`config.mk`:
```
export PLATFORM = sky130hd
export DESIGN_NAME = dmem_arbiter
export DESIGN_NICKNAME = d
export VERILOG_FILES = /design/src/rtl/dmem_arb_pkg.sv /design/src/rtl/cam_wr_fifo.sv /design/src/rtl/dmem_arbiter.sv
export SDC_FILE = /design/constraint.sdc
export NUM_CORES = 1
export LEC_CHECK = 0
export BUFFER_PORTS_ARGS = -buffer_cell sky130_fd_sc_hd__buf_2
export CAP_MARGIN = 10
export CORE_MARGIN = 3
export CORE_UTILIZATION = 40
export CTS_BUF_LIST = sky130_fd_sc_hd__clkbuf_4 sky130_fd_sc_hd__clkbuf_8
export DETAILED_ROUTE_END_ITERATION = 12
export PLACE_DENSITY = 0.69
export SYNTH_ARGS = -nofsm -noshare
export SYNTH_HDL_FRONTEND = slang
export SYNTH_SLANG_ARGS = --single-unit
```
`constraint.sdc`:
```
create_clock -name clk -period 8.9 [get_ports clk]
set_input_delay 1.335 -clock clk [delete_from_list [all_inputs] [get_ports clk]]
set_output_delay 1.335 -clock clk [all_outputs]
set_load 0.02 [all_outputs]
```
`src/rtl/dmem_arb_pkg.sv`:
```
// Shared types for the data-memory arbiter and the arm top level.
// Exports the grant_t enum and the default data width.
`timescale 1ns/1ps
package dmem_arb_pkg;

  localparam int DMEM_DATA_W = 32;

  typedef enum logic [1:0] {
    G_IDLE = 2'd0,
    G_CPU  = 2'd1,
    G_CAM  = 2'd2
  } grant_t;

endpackage

```
`src/rtl/cam_wr_fifo.sv`:
```
// Camera write FIFO: stores {addr,data} pixel writes for the arbiter.
// Ports: clk, reset (async low), i_push, i_pop, i_din, o_head, o_level.
`timescale 1ns/1ps
module cam_wr_fifo #(
  parameter int W     = 64,
  parameter int DEPTH = 8
) (
  input  logic                     clk,
  input  logic                     reset,
  input  logic                     i_push,
  input  logic                     i_pop,
  input  logic [W-1:0]             i_din,
  output logic [W-1:0]             o_head,
  output logic [$clog2(DEPTH):0]   o_level
);

  localparam int PW = $clog2(DEPTH);
  localparam int LW = PW + 1;

  logic [W-1:0]  r_mem [DEPTH];
  logic [PW-1:0] r_wr_ptr;
  logic [PW-1:0] r_rd_ptr;
  logic [LW-1:0] r_level;

  always_ff @(posedge clk) begin
    if (i_push) begin
      r_mem[r_wr_ptr] <= i_din;
    end
  end

  // Pointers wrap naturally; occupancy alone decides full/empty.
  always_ff @(posedge clk or negedge reset) begin
    if (!reset) begin
      r_wr_ptr <= '0;
      r_rd_ptr <= '0;
      r_level  <= '0;
    end else begin
      if (i_push) r_wr_ptr <= r_wr_ptr + PW'(1);
      if (i_pop)  r_rd_ptr <= r_rd_ptr + PW'(1);
      unique case ({i_push, i_pop})
        2'b10:   r_level <= r_level + LW'(1);
        2'b01:   r_level <= r_level - LW'(1);
        default: r_level <= r_level;
      endcase
    end
  end

  assign o_head  = r_mem[r_rd_ptr];
  assign o_level = r_level;

endmodule

```
`src/rtl/dmem_arbiter.sv`:
```
// Data RAM arbiter: CPU has priority, camera writes queue in a FIFO,
// and a wait counter forces a camera slot after MAX_WAIT denials.
// Ports: CPU req/stall/rvalid/rdata, camera valid/ready, RAM port.
`timescale 1ns/1ps
module dmem_arbiter
  import dmem_arb_pkg::*;
#(
  parameter int ADDR_W     = 32,
  parameter int DATA_W     = DMEM_DATA_W,
  parameter int FIFO_DEPTH = 8,
  parameter int MAX_WAIT   = 4
) (
  input  logic                        clk,
  input  logic                        reset,
  input  logic                        cpu_req,
  input  logic                        cpu_we,
  input  logic [ADDR_W-1:0]           cpu_addr,
  input  logic [DATA_W-1:0]           cpu_wdata,
  output logic                        cpu_stall,
  output logic                        cpu_rvalid,
  output logic [DATA_W-1:0]           cpu_rdata,
  input  logic                        cam_valid,
  output logic                        cam_ready,
  input  logic [ADDR_W-1:0]           cam_addr,
  input  logic [DATA_W-1:0]           cam_data,
  output logic [ADDR_W-1:0]           ram_addr,
  output logic [DATA_W-1:0]           ram_wdata,
  output logic                        ram_we,
  input  logic [DATA_W-1:0]           ram_rdata,
  output logic [$clog2(FIFO_DEPTH):0] fifo_level
);

  localparam int LW = $clog2(FIFO_DEPTH) + 1;
  localparam int WW = $clog2(MAX_WAIT + 1);
  localparam int EW = ADDR_W + DATA_W;

  logic [EW-1:0]     w_head;
  logic [LW-1:0]     w_level;
  logic              w_empty;
  logic              w_full;
  logic              w_push;
  logic              w_pop;
  logic              w_cam;
  logic              w_cpu;
  grant_t            w_grant;
  logic [WW-1:0]     w_wait_nxt;

  logic [WW-1:0]     r_wait_cnt;
  grant_t            r_last_grant;
  logic              r_rd_pend;
  logic [ADDR_W-1:0] r_addr;
  logic [DATA_W-1:0] r_wdata;

  cam_wr_fifo #(
    .W     (EW),
    .DEPTH (FIFO_DEPTH)
  ) u_fifo (
    .clk     (clk),
    .reset   (reset),
    .i_push  (w_push),
    .i_pop   (w_pop),
    .i_din   ({cam_addr, cam_data}),
    .o_head  (w_head),
    .o_level (w_level)
  );

  assign w_empty    = (w_level == '0);
  assign w_full     = (w_level == LW'(FIFO_DEPTH));
  assign cam_ready  = !w_full;
  assign w_push     = cam_valid && cam_ready && reset;
  assign fifo_level = w_level;
  assign cpu_rdata  = ram_rdata;

  assign w_cam = !w_empty &&
                 (!cpu_req ||
                  (r_wait_cnt == WW'(MAX_WAIT)) ||
                  w_full);
  assign w_cpu = cpu_req && !w_cam;

  // Forcing idle while reset is low keeps the RAM untouched
  // even if the CPU still presents a store.
  always_comb begin
    w_grant = G_IDLE;
    if (reset) begin
      unique case (1'b1)
        w_cam:   w_grant = G_CAM;
        w_cpu:   w_grant = G_CPU;
        default: w_grant = G_IDLE;
      endcase
    end
  end

  always_comb begin
    ram_addr  = r_addr;
    ram_wdata = r_wdata;
    ram_we    = 1'b0;
    cpu_stall = 1'b0;
    w_pop     = 1'b0;
    unique case (w_grant)
      G_CPU: begin
        ram_addr  = cpu_addr;
        ram_wdata = cpu_wdata;
        ram_we    = cpu_we;
      end
      G_CAM: begin
        ram_addr  = w_head[EW-1:DATA_W];
        ram_wdata = w_head[DATA_W-1:0];
        ram_we    = 1'b1;
        cpu_stall = cpu_req;
        w_pop     = 1'b1;
      end
      default: begin
      end
    endcase
  end

  always_comb begin
    w_wait_nxt = r_wait_cnt;
    if (w_empty || (w_grant == G_CAM)) begin
      w_wait_nxt = '0;
    end else if (r_wait_cnt != WW'(MAX_WAIT)) begin
      w_wait_nxt = r_wait_cnt + WW'(1);
    end
  end

  always_ff @(posedge clk or negedge reset) begin
    if (!reset) begin
      r_wait_cnt   <= '0;
      r_last_grant <= G_IDLE;
      r_rd_pend    <= 1'b0;
      r_addr       <= '0;
      r_wdata      <= '0;
    end else begin
      r_wait_cnt   <= w_wait_nxt;
      r_last_grant <= w_grant;
      r_rd_pend    <= (w_grant == G_CPU) && !cpu_we;
      r_addr       <= ram_addr;
      r_wdata      <= ram_wdata;
    end
  end

  assign cpu_rvalid = r_rd_pend && (r_last_grant == G_CPU);

endmodule

```
Yosys cells after proc, flatten, opt, wreduce, memory -nomap -nowiden
Memory sizes are Yosys's and may differ from the RTL's.
Cells that the tools add are included.
{"block": "totals", "word_cells": 51, "mem_count": 1, "ram_bits": 512, "input_bits": 165, "regBits": 80, "out_inout_bits": 104}
{"name": "u_fifo.r_mem", "depth": 8, "width": 64, "rd": 1, "rd_clocked_by_memory_dff": 0, "write_ports": 1, "line": "cam_wr_fifo.sv:20", "text": "logic [W-1:0] r_mem [DEPTH];"}
{"block": "classes", "add_sub_neg": 5, "mux": 12, "eq_ne": 8, "n_reduce_logical": 17}
{"op": "$pmux 32 s2", "count": 2}
{"op": "$add 3x1->3 const B", "count": 3}
{"op": "$pmux 4 s2", "count": 1}
{"op": "$eq 2x1->1 const B", "count": 3}
{"op": "$logic_and 1x1->1", "count": 6}
{"op": "$mux 3", "count": 2}
{"op": "$logic_not 1->1", "count": 5}
{"op": "$add 4x1->4 const B", "count": 1}
{"op": "$eq 2x2->1 const B", "count": 2}
{"op": "$eq 4x4->1 const B", "count": 1}
{"op": "$logic_not 4->1", "count": 1}
{"op": "$mux 1", "count": 4}
{"op": "$pmux 2 s2", "count": 1}
{"op": "$reduce_bool 2->1", "count": 2}
{"op": "$sub 4x1->4 const B", "count": 1}
{"op": "$eq 3x3->1 const B", "count": 1}
{"op": "$logic_or 1x1->1", "count": 3}
{"op": "$ne 3x3->1 const B", "count": 1}
{"op": "$mux 2", "count": 1}
{"op": "$pmux 1 s2", "count": 1}

Logic depth before layout (Yosys ltp)
Gate-level depths: netlist of run 1.
{"block": "depth", "ltp_word": 12, "depth_mapped": 13, "mapped_depth_nobuf": 13}

Modules after synthesis
Synthesis of run 1 repeated with hierarchy kept, for this count alone.
{"block": "unflattened", "hier_cells": 1146, "area_unflattened_um2": 23144.7}
{"mod": "cam_wr_fifo", "seq_area_each_um2": 15625.0, "n_inst": 1, "cells_per_inst": 791, "area_each_um2": 19752.7}
{"mod": "dmem_arbiter", "seq_area_each_um2": 1751.7, "n_inst": 1, "cells_per_inst": 355, "area_each_um2": 3392.0}

Worst setup path before layout of run 1
OpenSTA, ideal clock, no wires.
{"block": "synth_timing", "path_type": "input to register", "from": "input cam_valid", "to": "memory u_fifo.r_mem[0][0] (enable)", "n_path_buf": 1, "stages": 4, "required_time_ns": 8.335, "arrival_ns": 6.058, "setup_time_ns": 0.565, "setup_slack_ns": 2.278, "path_cell_list": "and3_4 > buf_6 > nand2b_1 > nor3_1"}
{"block": "synth_via", "elab_chain_cells": 4}
{"element": "start, declared", "line": "dmem_arbiter.sv:22", "text": "input logic cam_valid,"}
{"element": "$logic_and 1x1->1 (2 in a row)", "line": "dmem_arbiter.sv:70", "text": "assign w_push = cam_valid && cam_ready && reset;"}
{"element": "$mux 1", "line": "cam_wr_fifo.sv:26", "text": "if (i_push) begin"}
{"element": "$mux 1 (implied by the code)", "line": "cam_wr_fifo.sv:27", "text": "r_mem[r_wr_ptr] <= i_din;"}
{"element": "end, declared", "line": "cam_wr_fifo.sv:20"}
No other way between the ends.

Worst setup path in the final report of run 1
{"block": "layout_timing", "from": "register u_fifo.r_level[2], in the netlist u_fifo.o_level[2]", "to": "output ram_wdata[6]"}
{"block": "layout_via", "elab_chain_cells": 9, "elab_cells_between_ends": 12, "classes_between": "eq/ne: 3; mux: 3; reduce/logical: 6"}
{"element": "start, declared", "line": "cam_wr_fifo.sv:23", "text": "logic [LW-1:0] r_level;"}
{"element": "start signal, assigned", "line": "cam_wr_fifo.sv:41", "text": "2'b10: r_level <= r_level + LW'(1);"}
{"element": "start signal, assigned", "line": "cam_wr_fifo.sv:42", "text": "2'b01: r_level <= r_level - LW'(1);"}
{"element": "start signal, assigned", "line": "cam_wr_fifo.sv:43", "text": "default: r_level <= r_level;"}
{"element": "$eq 4x4->1 / $logic_not 4->1 (equally long branches)", "line": "dmem_arbiter.sv:68, dmem_arbiter.sv:67"}
{"element": "$logic_or 1x1->1 / $logic_not 1->1 (equally long branches)", "line": "dmem_arbiter.sv:76, dmem_arbiter.sv:74"}
{"element": "$logic_and 1x1->1 (*)", "line": "dmem_arbiter.sv:74", "text": "assign w_cam = !w_empty &&"}
{"element": "$logic_not 1->1", "line": "dmem_arbiter.sv:78", "text": "assign w_cpu = cpu_req && !w_cam;"}
{"element": "$logic_and 1x1->1", "line": "dmem_arbiter.sv:78"}
{"element": "$pmux 2 s2 (*)", "line": "dmem_arbiter.sv:85", "text": "unique case (1'b1)"}
{"element": "$mux 2 (*)", "line": "dmem_arbiter.sv:84", "text": "if (reset) begin"}
{"element": "named net w_grant[1]", "line": "dmem_arbiter.sv:45", "text": "grant_t w_grant;"}
{"element": "$eq 2x2->1 / $eq 2x1->1 (equally long branches)", "line": "dmem_arbiter.sv:99", "text": "unique case (w_grant)"}
{"element": "$pmux 32 s2 (*)", "line": "dmem_arbiter.sv:99"}
{"element": "end, declared", "line": "dmem_arbiter.sv:27", "text": "output logic [DATA_W-1:0] ram_wdata,"}
Mark *: on every way through the listed nets, which the timed path passes. The rest lies on a longest branch.

==> metrics.md, run 1 <==
| Metric | Value |
|---|---|
| Starting Density | `40.5%` |
| R2R depth | `8` |
| Detailed Routing Iterations Pass 1 | `7` |
| Hold Path Origin | `r_wdata[12]$_DFF_PN0_` |
| Clock power frac | `28.2%` |
| Buffers on Ports | `204` |
| Placed cell areas | `25,100 sq um` |
| Num CTS Buffers | `98` |
| Slew headroom | `24.6%` |
| Final WL | `53,500 um` |
| Worst Path Buf+Inv | `2` |
| Internal | `5.51 mW` |
| Share of layout cells above drive strength 1 | `23.1%` |
| Most common cell after layout, fill and taps aside | `edfxtp_1` |
| Yosys warning count | `0` |
| Sum Neg Setup Slack | `0 ns` |
| Hold path depth | `2` |
| Row count | `88` |
| Worst-path fanout max | `44` |
| Clock Tree Buf Depth | `3` |
| First-pass GRT wire length | `79,100 um` |
| DP Wirelength | `29,300 um` |
| R2r setup slk | `5.48 ns` |
| Final Skew | `0.0248 ns` |
| DIE AREA | `61,500 sq um` |
| RSZ-0062 raised after global routing | `false` |
| Netlist cell types | `31` |
| #FFs+latches synth | `592` |
| R2R Path Start | `u_fifo.o_level[2]$_DFFE_PN0P_` |
| FILL cells | `5,020` |
| CTS tree | `built` |
| Die Width | `248 um` |
| Core region area | `57,800 sq um` |
| H-tree Lvls | `3` |
| Synthesized area per cell | `15.7 sq um` |
| GRT overflow | `0` |
| Hold buffer count at cts | `0` |
| Worst VDD drop | `0.000280 V` |
| Most frequent cells in the layout | `edfxtp_1, mux2i_1, buf_2` |
| Setup bufs post-CTS | `0` |
| Post-Syn Instances | `1,492` |
| Final hold vios | `0` |
| Worst min-delay path class | `reg2reg` |
| Post-DRT Antenna Nets | `0` |
| Fin crit period | `5.48 ns` |
| Crit path DAT | `4.14 ns` |
| CP Cell Sequence | `or3_1, nor2_1, a31oi_1, and2_1, ha_4, nand2b_2, buf_4, o21ai_0, buf_2` |
| Detailed Route Iter0 Violations | `873` |
| RD Place Congestion | `0.690` |
| Pin count of the biggest net entering global routing | `135` |
| Crit end category | `output port` |
| Vias per inst | `5.15` |
| Die height | `248 um` |
| Clock Sinks | `592` |
| Io pins | `269` |
| Wire per inst | `21.0 um` |
| Fin. max-slew vios | `0` |
| DRC Markers | `0` |
| Worst path required time | `7.57 ns` |
| Worst-Margin Slew | `1.13 ns` |
| Worst Path Class, Setup | `reg2out` |
| Power Density | `307 nW/um^2` |
| Sw Ratio | `33.7%` |
| Reg2reg end | `r_wdata[6]$_DFF_PN0_` |
| Leak | `10.3 nW` |
| Cells resized by post-CTS repair | `0` |
| WHS Endpoint | `r_wdata[12]$_DFF_PN0_` |
| Vias in the first global route | `13,200` |
| Seq pwr share | `42.0%` |
| Area Overhead vs Synth | `15.3%` |
| Post-route cell area | `27,000 sq um` |
| Slowest-stage cell, CP | `buf_4` |
| CTS Root Cell | `clkbuf_8` |
| # Max-Cap Violations | `0` |
| Fin nets | `1,872` |
| Reg clk slew, reported paths | `0.06 ns` |
| Clk Latency, worst-skew pair | `0.67 ns` |
| Status | `completed` |
| Switch Pwr | `2.79 mW` |
| Fmax | `183 MHz` |
| Seq/Total Area, Yosys | `74.2%` |
| Slowest stage delay, CP | `0.54 ns` |
| Final Cycle Share | `61.5%` |
| GR Util All Layers | `17.2%` |
| Syn nets | `1,666` |
| Initial antenna violation count | `8` |
| CP delay by family, top | `simple AND/OR/NAND/NOR gates` |
| Gate power share | `29.8%` |
| CP Launch Type | `flop` |
| Mapped cell area | `23,400 sq um` |
| Setup Viol. Count Final | `0` |
| Vias post-DR | `13,100` |
[cell families after synthesis]
| family | Yosys count | synth area share (%) |
|---|---|---|
| xor gates and xnor gates | 10 | 0.374 |
| AOI/OAI and AO/OA | 264 | 7.03 |
| DFF | 592 | 74.2 |
| and+or+nand+nor | 234 | 4.05 |
| buffers and inverters | 123 | 2.73 |
| muxes | 260 | 11.1 |
| adders and majority gates | 9 | 0.481 |
[flip-flops by register name, indices dropped and copies added (netlist names)]
name and flops:
u_fifo.r_mem 512, r_last_grant 2, r_rd_pend 1, r_wait_cnt 3, r_addr 32, r_wdata 32, u_fifo.r_rd_ptr 3, u_fifo.r_wr_ptr 3
u_fifo.o_level 4
[cells in the mapped netlist]
cell,count,area [sq um]
clkbuf_1,47,176
nor2b_1,4,25.0
edfxtp_1,512,15400
nor2_1,75,282
buf_4,35,263
nor3_1,6,30.0
nor3b_1,1,7.51
dfrtp_1,80,2000
mux2_4,1,15.0
mux2_2,2,22.5
nand2_1,135,507
xnor2_1,4,35.0
and3b_1,1,8.76
xor2_1,6,52.6
nand2b_1,4,25.0
buf_2,26,130
nand3b_1,2,15.0
o2111ai_1,1,8.76
buf_1,9,33.8
mux2i_1,257,2570
or3_1,1,6.26
or4b_4,1,13.8
a31oi_1,1,6.26
a22oi_1,128,961
inv_1,4,15.0
buf_6,2,22.5
a21oi_1,67,335
o21ai_0,67,335
ha_1,9,113
and2_1,3,18.8
and3_4,1,11.3
[stage by stage]
stage	setup WS [ns]	hold WS [ns]	power, mW	utilization, %	instances
3_5_place_dp	3.40	0.489	6.05	43.3	2363
5_1_grt	3.10	0.529	8.75	46.7	2548
4_1_cts	3.37	0.503	8.40	46.7	2546
2_1_floorplan	2.28	0.480	5.26	-	1492
3_3_place_gp	3.54	0.483	5.99	43.3	2363
6_report	3.42	0.497	8.30	46.7	2551
[power by group through the flow]
stage | registers, mW | logic (mW) | clock network (mW)
after global routing | 3.51 | 2.70 | 2.54
after detailed placement | 3.54 | 2.51 | 0
final | 3.48 | 2.48 | 2.34
after global placement | 3.52 | 2.47 | 0
after floorplan | 3.49 | 1.76 | 0
after CTS | 3.48 | 2.51 | 2.40
[worst reg2reg max path, delay by kind of cell, from the launching register on]
| family | cells | cell delay [ns] |
|---|---|---|
| buf+inv | 1 | 0.55 |
| compound gates | 2 | 0.41 |
| flops | 1 | 0.46 |
| simple gates | 4 | 1.32 |
| fa+ha+maj | 1 | 0.53 |
[cell type report]
type | instances | area (sq um) | share of cell area [%]
Clock buffer | 143 | 1710 | 6.31
Timing Repair Buffer | 225 | 1190 | 4.42
Multi-Input combinational cell | 777 | 5500 | 20.4
Sequential cell | 592 | 17400 | 64.3
Inverter | 4 | 15.0 | 0.0556
Tap cell | 765 | 957 | 3.54
Antenna cell | 5 | 12.5 | 0.0463
Clock inverter | 40 | 246 | 0.912
[worst max path at each step]
stage / startpoint / endpoint / slack (ns) / cells after the start
floorplan: cam_valid / u_fifo.r_mem[0][0]$_DFFE_PP_ / 2.28 / 4
global placement: reset / ram_wdata[17] / 3.54 / 10
detailed placement: reset / ram_wdata[17] / 3.40 / 10
CTS: u_fifo.o_level[2]$_DFFE_PN0P_ / ram_wdata[6] / 3.37 / 9
global route: u_fifo.o_level[2]$_DFFE_PN0P_ / ram_wdata[6] / 3.10 / 10
finish: u_fifo.o_level[2]$_DFFE_PN0P_ / ram_wdata[6] / 3.42 / 9
[routing by layer]
metal / share of wire, % / vias up / GRT usage [%]
li1: - / 6084 / -
met1: 43 / 6642 / 21.7
met2: 49 / 303 / 28.8
met3: 5.2 / 109 / 3.92
met4: 2.4 / 8 / 6.78
met5: 0.11 / - / 0
(Power assumes the default switching activity.)
==> inputs of run 2 (changes only) <==
==> constraint.sdc (replaced) <==
create_clock -name clk -period 5.4 [get_ports clk]
set_input_delay 0.81 -clock clk [delete_from_list [all_inputs] [get_ports clk]]
set_output_delay 0.81 -clock clk [all_outputs]
set_load 0.02 [all_outputs]
==> metrics.md, run 2 (synthesized netlist as in run 1, its figures left out) <==
| Metric | Value |
|---|---|
| Clock power frac | `28.8% (+0.6 points)` |
| Placed Cells | `2,376 (+0.55%)` |
| Clock Tree Buf Depth | `3 (unchanged)` |
| Finished Core Util | `47.4% (+0.62 points)` |
| FILL cells | `4,917 (-2.1%)` |
| Fin nets | `1,886 (+0.75%)` |
| Status | `completed` |
| Detailed Routing Iterations Pass 1 | `5 (-2)` |
| Placed cell areas | `25,300 sq um (+0.92%)` |
| Register area | `17,400 sq um (unchanged)` |
| Power Density | `511 nW/um^2 (+66%)` |
| Vias post-DR | `13,300 (+0.85%)` |
| Row count | `88 (unchanged)` |
| Area of the multi-input gates | `5530 sq um (+0.39%)` |
| DIE AREA | `61,500 sq um (unchanged)` |
| RSZ-0062 raised after global routing | `false` |
| Sw Ratio | `33.6% (-0.089 points)` |
| CP Cell Sequence | `dlygate4sd3_1, buf_4, buf_4, nand2_1, ha_4, nand2_1, nor2_1, a21oi_1, o21ai_0, buf_2` |
| Largest regs | `u_fifo.r_mem: 512 flops, r_addr: 32 flops, r_wdata: 32 flops` |
| CTS Root Cell | `clkbuf_8` |
| Number of flip-flops in the largest register | `512 (unchanged)` |
| Worst-path fanout max | `66 (+50%)` |
| Setup bufs post-CTS | `0 (unchanged)` |
| Clk Latency, worst-skew pair | `0.68 ns (about the same)` |
| Top reg by flops | `u_fifo.r_mem` |
| Worst Path Class, Setup | `in2out` |
| DRC Markers | `0 (unchanged)` |
| Fin crit period | `4.70 ns` |
| Slowest stage delay, CP | `0.75 ns (+0.21 ns)` |
| R2R depth | `8 (unchanged)` |
| Vias in the first global route | `13,300 (+0.71%)` |
| Post-DRT Antenna Nets | `0 (unchanged)` |
| First-pass GRT wire length | `80,200 um (+1.3%)` |
| R2r setup slk | `2.30 ns (-3.18 ns)` |
| Internal | `9.29 mW (+69%)` |
| Detailed Route Iter0 Violations | `784 (-10%)` |
| Switch Pwr | `4.69 mW (+68%)` |
| # Max-Cap Violations | `0 (unchanged)` |
| Final Cycle Share | `87.0%` |
| Crit path DAT | `3.89 ns (-0.25 ns)` |
| H-tree Lvls | `3 (unchanged)` |
| Post-route cell area | `27,400 sq um (+1.3%)` |
| Setup Viol. Count Final | `0 (unchanged)` |
| Slew headroom | `19.0% (-5.7 points)` |
| Cells resized by post-CTS repair | `0 (unchanged)` |
| Hold path depth | `2 (unchanged)` |
| Initial antenna violation count | `14 (+6)` |
| Final Non-Filler Cells | `2,570 (+0.74%)` |
| RD Place Congestion | `0.722 (+4.6%)` |
| Num CTS Buffers | `98 (unchanged)` |
| Wire per inst | `21.2 um (+1.2%)` |
| Worst-Margin Slew | `1.21 ns (+0.0846 ns)` |
| Fmax | `213 MHz` |
| Sum Neg Setup Slack | `0 ns (unchanged)` |
| Area Overhead vs Synth | `16.9%` |
| CTS tree | `built` |
| Most frequent cells in the layout | `edfxtp_1, mux2i_1, buf_2` |
| Reg clk slew, reported paths | `0.06 ns (about the same)` |
| DP Wirelength | `30,000 um (+2.5%)` |
| Final Skew | `0.0352 ns (+0.0104 ns)` |
| GRT overflow | `0 (unchanged)` |
| Slowest-stage cell, CP | `buf_4` |
| Most common cell after layout, fill and taps aside | `edfxtp_1` |
| Starting Density | `40.5% (unchanged)` |
| Die Width | `248 um (unchanged)` |
| Gate power share | `29.7% (about the same)` |
| Core region area | `57,800 sq um (unchanged)` |
| Die height | `248 um (unchanged)` |
| Worst VDD drop | `0.000244 V (-13%)` |
| Pin count of the biggest net entering global routing | `130 (-3.7%)` |
| Share of layout cells above drive strength 1 | `23.7% (+0.52 points)` |
| Seq pwr share | `41.5% (-0.5 points)` |
| Leak | `10.4 nW (+1.4%)` |
| Worst min-delay path class | `in2reg` |
| Io pins | `269 (unchanged)` |
| Fin. max-slew vios | `0 (unchanged)` |
| Vias per inst | `5.16 (+0.11%)` |
| Buffers on Ports | `204 (unchanged)` |
| Worst path required time | `4.59 ns (-2.98 ns)` |
| Clock Sinks | `592 (unchanged)` |
| CP Launch Type | `input port` |
| Final hold vios | `0 (unchanged)` |
| Final WL | `54,500 um (+2.0%)` |
| Crit end category | `output port` |
| GR Util All Layers | `17.5% (+0.33 points)` |
[run 2: cell count changes in the layout (fill, tap and decap cells not counted), sizes merged]
cell	before	now
buf	225	238
clkinvlp	3	5
clkbuf	143	149
inv	6	5
diode	5	8
bufinv	2	3
clkinv	33	27
dlygate4sd3	0	1
[run 2: cell type report]
type,instances,share of cell area [%]
sequential,592,63.5
inverter,4,0.0549
timing repair buffer,239,5.17
tap,765,3.50
antenna,8,0.0731
multi-input combinational,777,20.2
clock buffer,149,6.58
clock inverter,36,0.946
[run 2: stage by stage]
| step | hold WS, ns | setup WS, ns | total power, mW |
|---|---|---|---|
| global placement | 0.479 | 1.22 | 9.98 |
| global route | 0.236 | 0.304 | 14.7 |
| detailed placement | 0.494 | 1.14 | 10.1 |
| finish | 0.298 | 0.705 | 14.0 |
| CTS | 0.209 | 0.544 | 14.2 |
| floorplan | 0.480 | 1.02 | 8.66 |
[run 2: power groups by stage]
| stage | Combinational (mW) | Sequential, mW | Clock, mW |
|---|---|---|---|
| after global routing | 4.50 | 5.85 | 4.35 |
| after global placement | 4.11 | 5.87 | 0 |
| after detailed placement | 4.21 | 5.90 | 0 |
| final | 4.15 | 5.81 | 4.03 |
| after CTS | 4.21 | 5.81 | 4.14 |
| after floorplan | 2.91 | 5.76 | 0 |
[run 2: repair_timing]
action	in CTS	in global routing
endpoints found under the setup margin	0	0
hold buffers	1	0
hold endpoints to repair	20	0
[run 2: worst max-delay path, delay by kind of cell]
family | cells | cell delay, ns
AOI/OAI and AO/OA | 2 | 0.28
adders and majority gates | 1 | 0.46
buffers and inverters | 4 | 1.84
and+or+nand+nor | 3 | 0.42
[run 2: metal layers]
metal  global-route usage [%]  vias up  routed length (um)
met4                     8.05        8                1680
met2                     28.4      344               26500
met5                        0        -                  53
li1                         -     6121                   -
met3                     4.21      127                3270
met1                     22.3     6658               23000
[run 2: final timing paths]
kind | from | endpoint
worst max-delay path | reset | ram_wdata[30]
worst min-delay path | cpu_we | r_rd_pend$_DFF_PN0_
worst max register to register | u_fifo.o_level[2]$_DFFE_PN0P_ | r_addr[21]$_DFF_PN0_
worst min register to register | r_addr[15]$_DFF_PN0_ | r_addr[15]$_DFF_PN0_
max in group asynchronous | reset | u_fifo.r_rd_ptr[0]$_DFFE_PN0P_
min in group asynchronous | reset | u_fifo.o_level[3]$_DFFE_PN0P_
==> inputs of run 3 (changes only) <==
--- a/config.mk
+++ b/config.mk
@@ -5,6 +5,7 @@
 export SDC_FILE = /design/constraint.sdc
 export NUM_CORES = 1
 export LEC_CHECK = 0
+export ABC_CLOCK_PERIOD_IN_PS = 5400
 export BUFFER_PORTS_ARGS = -buffer_cell sky130_fd_sc_hd__buf_2
 export CAP_MARGIN = 10
 export CORE_MARGIN = 3
@@ -12,6 +13,7 @@
 export CTS_BUF_LIST = sky130_fd_sc_hd__clkbuf_4 sky130_fd_sc_hd__clkbuf_8
 export DETAILED_ROUTE_END_ITERATION = 12
 export PLACE_DENSITY = 0.69
+export RECOVER_POWER = 100
 export SYNTH_ARGS = -nofsm -noshare
 export SYNTH_HDL_FRONTEND = slang
 export SYNTH_SLANG_ARGS = --single-unit
==> metrics.md, run 3 (synthesized netlist as in run 1, its figures left out) <==
| Metric | Value |
|---|---|
| Hold path depth | `2 (unchanged)` |
| Num CTS Buffers | `98 (unchanged)` |
| Failing checks | `capacitance limit, slew limit` |
| Seq pwr share | `41.8% (+0.3 points)` |
| Slowest stage delay, CP | `0.54 ns (-0.21 ns)` |
| Clock Tree Buf Depth | `3 (unchanged)` |
| Fin. max-slew vios | `234 (+234)` |
| Buffers on Ports | `204 (unchanged)` |
| Vias post-DR | `13,200 (-0.72%)` |
| Status | `complete, but fails checks` |
| Gate power share | `29.2% (-0.5 points)` |
| Setup Viol. Count Final | `0 (unchanged)` |
| H-tree Lvls | `3 (unchanged)` |
| Core region area | `57,800 sq um (unchanged)` |
| Number of flip-flops in the largest register | `512 (unchanged)` |
| R2R depth | `5 (-3)` |
| GR Util All Layers | `17.5% (unchanged)` |
| Starting Density | `40.5% (unchanged)` |
| GR Util met1 | `22.3% (unchanged)` |
| Sum Neg Setup Slack | `0 ns (unchanged)` |
| First-pass GRT wire length | `80,200 um (unchanged)` |
| Worst min-delay path class | `in2reg` |
| Crit end category | `output port` |
| Area of the multi-input gates | `5460 sq um (-1.2%)` |
| Leak | `9.95 nW (-4.7%)` |
| GR peak layer | `met2` |
| FILL cells | `5,000 (+1.7%)` |
| Cells resized by post-CTS repair | `0 (unchanged)` |
| Internal | `9.21 mW (-0.90%)` |
| Slowest-stage cell, CP | `nand2b_2` |
| Clk Latency, worst-skew pair | `0.68 ns (about the same)` |
| GRT overflow | `0 (unchanged)` |
| DP Wirelength | `30,000 um (unchanged)` |
| Fin nets | `1,886 (unchanged)` |
| Clock Sinks | `592 (unchanged)` |
| Post-DRT Antenna Nets | `0 (unchanged)` |
| Initial antenna violation count | `9 (-5)` |
| Final Skew | `0.0384 ns (+0.00322 ns)` |
| Most frequent cells in the layout | `edfxtp_1, mux2i_1, clkbuf_1` |
| Row count | `88 (unchanged)` |
| Pin count of the biggest net entering global routing | `130 (unchanged)` |
| # Max-Cap Violations | `10 (+10)` |
| Dpl ws | `1.14 ns (unchanged)` |
| Fin crit period | `4.89 ns (+0.199 ns)` |
| CP Cell Sequence | `or3_1, nor2_1, a31oi_1, and2_0, ha_4, nand2b_2, clkbuf_4, o21ai_0, clkbuf_1` |
| Final WL | `54,400 um (-0.27%)` |
| Switch Pwr | `4.67 mW (-0.44%)` |
| CTS Root Cell | `clkbuf_8` |
| Worst VDD drop | `0.000238 V (-2.4%)` |
| Detailed Route Iter0 Violations | `732 (-6.6%)` |
| Crit path DAT | `4.08 ns (+0.19 ns)` |
| Reg clk slew, reported paths | `0.07 ns (about the same)` |
| Placed Cells | `2,376 (unchanged)` |
| Fmax | `204 MHz (-4.1%)` |
| Power Density | `513 nW/um^2 (+0.41%)` |
| Reg2reg end | `u_fifo.r_mem[7][13]$_DFFE_PP_` |
| Most common cell after layout, fill and taps aside | `edfxtp_1` |
| Top reg by flops | `u_fifo.r_mem` |
| DRC Markers | `0 (unchanged)` |
| Hold Path Origin | `cpu_we` |
| DIE AREA | `61,500 sq um (unchanged)` |
| Share of layout cells above drive strength 1 | `15.5% (-8.2 points)` |
| Slew headroom | `-103% (-120 points)` |
| Die height | `248 um (unchanged)` |
| Area Overhead vs Synth | `15.5%` |
| Clock power frac | `29.0% (+0.2 points)` |
| CP Launch Point | `u_fifo.o_level[2]$_DFFE_PN0P_` |
| Wire per inst | `21.2 um (-0.15%)` |
| Final hold vios | `0 (unchanged)` |
| R2r setup slk | `0.91 ns (-1.39 ns)` |
| Die Width | `248 um (unchanged)` |
| Detailed Routing Iterations Pass 1 | `4 (-1)` |
| WHS Endpoint | `r_rd_pend$_DFF_PN0_` |
| Final Cycle Share | `90.6% (+3.7 points)` |
| CP Launch Type | `flop` |
| RD Place Congestion | `0.722 (unchanged)` |
| Setup ws final | `0.505 ns (-0.199 ns)` |
| Vias in the first global route | `13,300 (unchanged)` |
| Io pins | `269 (unchanged)` |
| M2 GR Usage | `28.4% (unchanged)` |
| Register area | `17,400 sq um (unchanged)` |
| Largest regs | `u_fifo.r_mem: 512 flops, r_addr: 32 flops, r_wdata: 32 flops` |
| Sw Ratio | `33.7% (+0.10 points)` |
| Grt met3 use | `4.21% (unchanged)` |
| Hold buffer count at cts | `1 (unchanged)` |
| Worst path required time | `4.59 ns (about the same)` |
| Setup bufs post-CTS | `0 (unchanged)` |
| RSZ-0062 raised after global routing | `false` |
| R2R Path Start | `u_fifo.o_level[1]$_DFFE_PN0P_` |
| Final Non-Filler Cells | `2,567 (-0.12%)` |
| Vias per inst | `5.13 (-0.60%)` |
| Worst-Margin Slew | `3.04 ns (+1.83 ns)` |
| CTS tree | `built` |
| Worst Path Class, Setup | `reg2out` |
| Worst-path fanout max | `34 (-48%)` |
run 3: cell types whose count changed in the layout (fill, tap and decap cells not counted), moves of 4 or more:
cell	before	now
clkbuf_2	0	7
nor2_4	7	3
buf_2	203	71
nor2_1	68	72
buf_4	25	12
clkbuf_1	0	138
run 3: worst max-delay path, delay by kind of cell (launching register included):
family	cells	cell delay [ns]
compound gates	2	0.42
fa+ha+maj	1	0.24
buf+inv	2	0.77
flops	1	0.46
simple gates	4	1.48
run 3: cell type report:
| class | instances | share of cell area (%) |
|---|---|---|
| Sequential cell | 592 | 64.2 |
| Multi-Input combinational cell | 777 | 20.2 |
| Clock buffer | 149 | 6.65 |
| Timing Repair Buffer | 239 | 4.33 |
| Tap cell | 765 | 3.54 |
| Clock inverter | 36 | 0.957 |
| Inverter | 4 | 0.0555 |
| Antenna cell | 5 | 0.0462 |
run 3: metal layers:
metal  vias up  part of all wire (%)
met5         -                 0.061
met4         6                   2.9
met3       115                   6.1
met2       353                    48
met1      6571                    42
li1       6118                     -
run 3: power groups by stage:
| stage | sequential [mW] | clock (mW) | combinational, mW |
|---|---|---|---|
| global route | 5.86 | 4.35 | 4.40 |
| detailed placement | 5.90 | 0 | 4.21 |
| finish | 5.81 | 4.03 | 4.05 |
| CTS | 5.81 | 4.14 | 4.21 |
| global placement | 5.87 | 0 | 4.11 |
| floorplan | 5.76 | 0 | 2.91 |
run 3: per-stage QoR:
stage | utilization [%] | cell area (sq um) | power [mW] | hold WS, ns
2_1_floorplan | - | 23400 | 8.66 | 0.480
3_3_place_gp | 43.7 | 25300 | 9.98 | 0.479
3_5_place_dp | 43.7 | 25300 | 10.1 | 0.494
4_1_cts | 47.3 | 27400 | 14.2 | 0.209
5_1_grt | 46.8 | 27100 | 14.6 | 0.236
6_report | 46.8 | 27100 | 13.9 | 0.294
run 3: worst max path at each step:
stage	to	slack [ns]	cells past startpoint
5_1_grt	ram_addr[13]	0.16	9
3_3_place_gp	ram_addr[13]	1.22	9
6_report	ram_addr[24]	0.51	9
4_1_cts	ram_addr[21]	0.54	9
2_1_floorplan	u_fifo.r_mem[7][0]$_DFFE_PP_	1.02	4
3_5_place_dp	ram_addr[4]	1.14	9
